### src/rtl/parity_pkg.sv
`default_nettype none
// ============================================================================
// Module  : parity_pkg
// Purpose : Shared types, defaults and lane-count helper for the parity pipe.
// Revision: 1.0 - initial release
// ============================================================================
package parity_pkg;

    localparam int DATA_W_DEFAULT = 32;
    localparam int LANE_W_DEFAULT = 8;
    localparam int CNT_W_DEFAULT  = 16;

    typedef enum logic {
        PAR_EVEN = 1'b0,
        PAR_ODD  = 1'b1
    } parity_mode_e;

    function automatic int lanes(input int data_w, input int lane_w);
        return data_w / lane_w;
    endfunction

endpackage
`default_nettype wire

### src/rtl/parity_lane_pipe_if.sv
`default_nettype none
// ============================================================================
// Module  : parity_lane_pipe_if
// Purpose : Input/output beat handshake bundle for parity_lane_pipe.
// Revision: 1.0 - initial release
// ============================================================================
interface parity_lane_pipe_if
    import parity_pkg::*;
#(
    parameter int DATA_W = DATA_W_DEFAULT,
    parameter int LANE_W = LANE_W_DEFAULT
) ();

    localparam int LANES = lanes(DATA_W, LANE_W);

    logic              in_valid;
    logic              in_ready;
    logic [DATA_W-1:0] in_data;
    logic [LANES-1:0]  in_par;
    logic              in_check;
    logic              odd_mode;

    logic              out_valid;
    logic              out_ready;
    logic [DATA_W-1:0] out_data;
    logic [LANES-1:0]  out_par;
    logic [LANES-1:0]  out_err_lanes;
    logic              out_err;

    // Producer/consumer side of the pipe.
    modport master (
        output in_valid, in_data, in_par, in_check, odd_mode, out_ready,
        input  in_ready, out_valid, out_data, out_par, out_err_lanes, out_err
    );

    // The parity pipe itself.
    modport slave (
        input  in_valid, in_data, in_par, in_check, odd_mode, out_ready,
        output in_ready, out_valid, out_data, out_par, out_err_lanes, out_err
    );

endinterface
`default_nettype wire

### src/rtl/parity_lane_calc.sv
`default_nettype none
// ============================================================================
// Module  : parity_lane_calc
// Purpose : Combinational parity of one lane, even or odd.
// Revision: 1.0 - initial release
// ============================================================================
module parity_lane_calc
    import parity_pkg::*;
#(
    parameter int LANE_W = LANE_W_DEFAULT
) (
    input  logic [LANE_W-1:0] lane_data,
    input  parity_mode_e      mode,
    output logic              par
);

    assign par = (^lane_data) ^ (mode == PAR_ODD);

endmodule
`default_nettype wire

### src/rtl/parity_lane_pipe.sv
`default_nettype none
// ============================================================================
// Module  : parity_lane_pipe
// Purpose : Two-stage elastic per-lane parity generator/checker with sticky
//           error flag; saturating error counter built only when
//           PARITY_ERR_CNT_EN is defined (otherwise err_cnt reads 0).
// Revision: 1.0 - initial release
// ============================================================================
module parity_lane_pipe
    import parity_pkg::*;
#(
    parameter int DATA_W = DATA_W_DEFAULT,
    parameter int LANE_W = LANE_W_DEFAULT,
    parameter int CNT_W  = CNT_W_DEFAULT
) (
    input  logic               clk,
    input  logic               rst_n,
    parity_lane_pipe_if.slave  bus,
    input  logic               clr_err,
    output logic               err_sticky,
    output logic [CNT_W-1:0]   err_cnt
);

    localparam int LANES = lanes(DATA_W, LANE_W);

    if (DATA_W % LANE_W != 0) begin : g_width_check
        $error("parity_lane_pipe: DATA_W must be a multiple of LANE_W");
    end

    logic [LANES-1:0]  w_par;
    logic              w_s2_ready;
    logic              w_in_ready;
    logic              w_count;

    logic              r_s1_valid;
    logic [DATA_W-1:0] r_s1_data;
    logic [LANES-1:0]  r_s1_par;
    logic [LANES-1:0]  r_s1_in_par;
    logic              r_s1_check;

    logic              r_s2_valid;
    logic [DATA_W-1:0] r_s2_data;
    logic [LANES-1:0]  r_s2_par;
    logic [LANES-1:0]  r_s2_err_lanes;

    logic              r_err_sticky;

    for (genvar i = 0; i < LANES; i++) begin : g_lane
        parity_lane_calc #(
            .LANE_W (LANE_W)
        ) u_calc (
            .lane_data (bus.in_data[i*LANE_W +: LANE_W]),
            .mode      (parity_mode_e'(bus.odd_mode)),
            .par       (w_par[i])
        );
    end

    // Ready flows backwards combinationally so a draining output frees both stages in one cycle.
    assign w_s2_ready = !r_s2_valid || bus.out_ready;
    assign w_in_ready = !r_s1_valid || w_s2_ready;

    always_ff @(posedge clk or negedge rst_n) begin
        if (!rst_n) begin
            r_s1_valid  <= 1'b0;
            r_s1_data   <= '0;
            r_s1_par    <= '0;
            r_s1_in_par <= '0;
            r_s1_check  <= 1'b0;
        end else if (w_in_ready) begin
            r_s1_valid <= bus.in_valid;
            if (bus.in_valid) begin
                r_s1_data   <= bus.in_data;
                r_s1_par    <= w_par;
                r_s1_in_par <= bus.in_par;
                r_s1_check  <= bus.in_check;
            end
        end
    end

    always_ff @(posedge clk or negedge rst_n) begin
        if (!rst_n) begin
            r_s2_valid     <= 1'b0;
            r_s2_data      <= '0;
            r_s2_par       <= '0;
            r_s2_err_lanes <= '0;
        end else if (w_s2_ready) begin
            r_s2_valid <= r_s1_valid;
            if (r_s1_valid) begin
                r_s2_data      <= r_s1_data;
                r_s2_par       <= r_s1_par;
                r_s2_err_lanes <= (r_s1_par ^ r_s1_in_par) & {LANES{r_s1_check}};
            end
        end
    end

    assign bus.in_ready      = w_in_ready;
    assign bus.out_valid     = r_s2_valid;
    assign bus.out_data      = r_s2_data;
    assign bus.out_par       = r_s2_par;
    assign bus.out_err_lanes = r_s2_err_lanes;
    assign bus.out_err       = |r_s2_err_lanes;

    assign w_count = r_s2_valid && bus.out_ready && (|r_s2_err_lanes);

    // A clear that lands on a counted error beat keeps that beat's error.
    always_ff @(posedge clk or negedge rst_n) begin
        if (!rst_n) begin
            r_err_sticky <= 1'b0;
        end else if (clr_err) begin
            r_err_sticky <= w_count;
        end else if (w_count) begin
            r_err_sticky <= 1'b1;
        end
    end

    assign err_sticky = r_err_sticky;

`ifdef PARITY_ERR_CNT_EN
    logic [CNT_W-1:0] r_err_cnt;

    always_ff @(posedge clk or negedge rst_n) begin
        if (!rst_n) begin
            r_err_cnt <= '0;
        end else if (clr_err) begin
            r_err_cnt <= w_count ? CNT_W'(1) : '0;
        end else if (w_count && (r_err_cnt != {CNT_W{1'b1}})) begin
            r_err_cnt <= r_err_cnt + CNT_W'(1);
        end
    end

    assign err_cnt = r_err_cnt;
`else
    assign err_cnt = '0;
`endif

endmodule
`default_nettype wire

### src/flat_wrapper.sv
// flat-port wrapper written by rule: the top's interface ports become plain ports
module parity_lane_pipe_flat import parity_pkg::*;
#(
    parameter int DATA_W = DATA_W_DEFAULT,
    parameter int LANE_W = LANE_W_DEFAULT,
    parameter int CNT_W  = CNT_W_DEFAULT
)
  (clk, rst_n, clr_err, err_sticky, err_cnt, bus_in_valid, bus_in_data, bus_in_par, bus_in_check, bus_odd_mode, bus_out_ready, bus_in_ready, bus_out_valid, bus_out_data, bus_out_par, bus_out_err_lanes, bus_out_err);
  parity_lane_pipe_if #(.DATA_W(DATA_W), .LANE_W(LANE_W)) bus_i ();
  input  logic clk;
  input  logic rst_n;
  input  logic clr_err;
  output logic err_sticky;
  output logic [CNT_W-1:0] err_cnt;
  input wire logic [$bits(bus_i.in_valid)-1:0] bus_in_valid;
  input wire logic [$bits(bus_i.in_data)-1:0] bus_in_data;
  input wire logic [$bits(bus_i.in_par)-1:0] bus_in_par;
  input wire logic [$bits(bus_i.in_check)-1:0] bus_in_check;
  input wire logic [$bits(bus_i.odd_mode)-1:0] bus_odd_mode;
  input wire logic [$bits(bus_i.out_ready)-1:0] bus_out_ready;
  output wire logic [$bits(bus_i.in_ready)-1:0] bus_in_ready;
  output wire logic [$bits(bus_i.out_valid)-1:0] bus_out_valid;
  output wire logic [$bits(bus_i.out_data)-1:0] bus_out_data;
  output wire logic [$bits(bus_i.out_par)-1:0] bus_out_par;
  output wire logic [$bits(bus_i.out_err_lanes)-1:0] bus_out_err_lanes;
  output wire logic [$bits(bus_i.out_err)-1:0] bus_out_err;
  assign bus_i.in_valid = bus_in_valid;
  assign bus_i.in_data = bus_in_data;
  assign bus_i.in_par = bus_in_par;
  assign bus_i.in_check = bus_in_check;
  assign bus_i.odd_mode = bus_odd_mode;
  assign bus_i.out_ready = bus_out_ready;
  assign bus_in_ready = bus_i.in_ready;
  assign bus_out_valid = bus_i.out_valid;
  assign bus_out_data = bus_i.out_data;
  assign bus_out_par = bus_i.out_par;
  assign bus_out_err_lanes = bus_i.out_err_lanes;
  assign bus_out_err = bus_i.out_err;
  parity_lane_pipe #(.DATA_W(DATA_W), .LANE_W(LANE_W), .CNT_W(CNT_W)) u_core (.clk(clk), .rst_n(rst_n), .bus(bus_i), .clr_err(clr_err), .err_sticky(err_sticky), .err_cnt(err_cnt));
endmodule
### config.mk
export PLATFORM = sky130hd
export DESIGN_NAME = parity_lane_pipe_flat
export DESIGN_NICKNAME = d
export VERILOG_FILES = /design/src/rtl/parity_pkg.sv /design/src/rtl/parity_lane_pipe_if.sv /design/src/rtl/parity_lane_calc.sv /design/src/rtl/parity_lane_pipe.sv /design/src/flat_wrapper.sv
export SDC_FILE = /design/constraint.sdc
export NUM_CORES = 1
export LEC_CHECK = 0
export CAP_MARGIN = 20
export CORE_MARGIN = 10
export CORE_UTILIZATION = 45
export CTS_BUF_LIST = sky130_fd_sc_hd__clkbuf_4
export DETAILED_ROUTE_END_ITERATION = 8
export PLACE_DENSITY = 0.75
export REMOVE_ABC_BUFFERS = 1
export SLEW_MARGIN = 10
export SYNTH_ARGS = -nofsm -noshare
export SYNTH_HDL_FRONTEND = slang
export SYNTH_HIERARCHICAL = 1
export SYNTH_SLANG_ARGS = --single-unit
### constraint.sdc
create_clock -name clk -period 1.9 [get_ports clk]
set_clock_uncertainty 0.1 [all_clocks]
set_input_delay 0.38 -clock clk [delete_from_list [all_inputs] [get_ports clk]]
set_output_delay 0.38 -clock clk [all_outputs]
set_load 0.05 [all_outputs]
==> reports/results.txt <==
Synth area leaders: dfrtp_1 55%, mux2_4 16%, mux2_2 11%
Cell Count, Final, Fillers Out: 444
status: complete, but fails checks
Switching Share: 39.7%
part of the power in registers: 40.0%
# port buffers: 86
FF-to-FF setup slack: 0.44 ns
CTS tree: yes
Pleak: 2.31 nW
sequential fraction of the synthesis area: 54.8%
later-pin clock latency in the skew report: 0.41 ns
Internal Power: 3.75 mW
Slew Viols, Final: 0
Fmax: 500 MHz
Clock Tree Buf Depth: 2
largest net degree at the start of global routing: 34
# nets final: 378
Top-Level Pins: 103
post-synthesis register bit count: 84
DRC viols: 0
Post-DP Area: 4710 sq um
cells after synthesis: 233
Final Cell Area: 4880 sq um
post-route setup slack: -0.0988 ns
most frequent cells in the layout: 84 x dfrtp_1, 50 x buf_4, 41 x clkdlybuf4s50_1, 40 x mux2_4, 37 x mux2_2
CTS root buffer: clkbuf_4
Ant. Diodes: 0
Detail Route Antenna Nets: 0
Switching Power: 2.46 mW
Rows: 33
post-place setup slack: -0.219 ns
combinational share of power: 43.9%
routed len/inst: 17.6 um
Total GRT Usage: 12.7%
dominant cell type by area after synthesis: dfrtp_1
failing checks: negative setup slack
die area: 12600 sq um
first-pass GRT wire length: 13000 um
Placed Cells: 425
crit-path max FO: 2
crit end category: primary output
min cycle time layout: 2.00 ns
# fillers: 652
Mean Syn Cell Area: 16.5 sq um
GP Congestion: 0.731
clock sink total: 84
drt pass-1 iters: 3
core box area: 8260 sq um
Die W: 112 um
critical path, cell by cell: or4_4 -> buf_8
commonest non-fill, non-tap cell in the layout: dfrtp_1
CP Data Required Time: 1.42 ns
RSZ-0062 raised after global routing: yes
H-tree depth: 3
Clock power frac: 16.1%
maximum vdd drop: 0.657 mV
WP data arrival: 1.52 ns
Num CTS Buffers: 9
synth unique cells: 22
worst min path class: primary input to asynchronous set/reset pin
Die Ht: 112 um
clk slew on worst S/H paths: 0.14 ns
Tcrit/Tclk final: 105%
Vias/cell: 4.75
Pwr Total: 6.21 mW
vias in the first global route: 2402
Buf+Inv Stages, Crit Path: 1
Worst setup SP type: flop
CP top delay family: simple AND/OR/NAND/NOR gates
Routed WL: 7810 um
Final Hold Vio Count: 0
global route overflow: 0
CP peak stage delay: 0.55 ns
iteration-0 DRC count of the detailed router: 51
Setup TNS: -0.0988 ns
area grow syn2layout: 27.2%
DR vias: 2108
Worst Setup Path Type: flop to primary output
share of cells above drive strength 1: 46.6%
max_cap viols: 0
Final setup viols: 1
PwrDens: 1270 nW/um^2
mapped cell area: 3830 sq um
initial core utilization: 46.4%
slowest library cell on the worst path: or4_4
Yosys warnings: 6
initial antenna violation count: 0
Yosys top cell area share: 54.8%
hpwl dp: 5750 um
==> area by class of cell <==
type                       count  area, sq um  share of cell area, %
inverter                       1         3.75                 0.0769
sequential                    84         2100                   43.1
timing repair buffer         100          951                   19.5
multi-input combinational    139         1560                   32.1
clock buffer                  10         75.1                   1.54
tap                          105          131                   2.69
clock inverter                 5         52.6                   1.08
==> power groups by stage <==
stage / registers, mW / logic, mW / clock network (mW)
floorplan: 3.41 / 0.886 / 0
global placement: 2.51 / 2.63 / 0
detailed placement: 2.53 / 2.67 / 0
CTS: 2.49 / 2.75 / 1.03
global route: 2.55 / 2.86 / 1.10
finish: 2.49 / 2.73 / 1.00
==> metal layers <==
metal / share of wire [%] / up-vias / track usage [%]
li1: - / 974 / -
met1: 46 / 1061 / 16.4
met2: 46 / 63 / 19.1
met3: 6.9 / 10 / 4.69
met4: 1.3 / 0 / 4.57
met5: 0 / - / 0
==> worst paths after layout <==
| check | depth (start not counted) | end | start |
|---|---|---|---|
| max | 2 | bus_out_err | u_core/bus.out_err_lanes[0]$_DFFE_PN0P_ |
| min | 2 | u_core/bus.out_data[12]$_DFFE_PN0P_ | rst_n |
| max reg2reg | 4 | u_core/r_s1_data[18]$_DFFE_PN0P_ | u_core/r_s1_valid$_DFFE_PN0P_ |
| min reg2reg | 1 | u_core/bus.out_data[31]$_DFFE_PN0P_ | u_core/bus.out_data[31]$_DFFE_PN0P_ |
| max in group asynchronous | 3 | u_core/r_s1_data[4]$_DFFE_PN0P_ | rst_n |
| min in group clk | 1 | u_core/bus.out_data[31]$_DFFE_PN0P_ | u_core/bus.out_data[31]$_DFFE_PN0P_ |
==> stage by stage <==
step / hold WS (ns) / utilization (%)
6_report: 0.332 / 59.1
5_1_grt: 0.322 / 59.1
3_3_place_gp: 0.249 / 57.0
3_5_place_dp: 0.250 / 57.0
2_1_floorplan: -0.0156 / -
4_1_cts: 0.315 / 59.0
==> logic make-up (layout without fill, tap and decap cells) <==
group                     after synthesis  after routing  share of synthesized area (%)
other                                   1             16                         0.0978
AOI/OAI and AO/OA                       5              5                           1.04
buffers and inverters                  25            116                           5.97
muxes                                  77             77                           26.5
xor gates and xnor gates               32             32                           9.53
and+or+nand+nor                         9              9                           2.02
DFF                                    84             84                           54.8
==> synth_stat cells <==
master,count
conb_1,1
buf_8,4
and3_1,1
xnor2_2,4
nand2b_2,1
nand3_1,1
buf_6,4
xor2_1,8
nand2_4,1
mux2_4,40
a22o_1,4
mux2_2,37
dfrtp_1,84
xnor2_1,16
or4_1,1
nand2b_1,2
nand3b_4,1
xnor3_1,4
buf_4,16
nand2_2,1
inv_1,1
o21ai_0,1
==> what timing repair did <==
action                     in CTS  in global routing
setup endpoints to repair       1                  1
setup buffers                   2                  1
hold buffers                    1                  0
hold endpoints to repair       31                  0
pin swaps                       1                  0
gates resized for setup         3                  0
==> state kept, by name, summed over array words and instances (netlist names) <==
register                  count
u_core/bus.out_data          32
u_core/bus.out_err_lanes      4
u_core/bus.out_par            4
u_core/bus.out_valid          1
u_core/err_sticky             1
u_core/r_s1_check             1
u_core/r_s1_data             32
u_core/r_s1_in_par            4
u_core/r_s1_par               4
u_core/r_s1_valid             1
(Power assumes the default switching activity.)
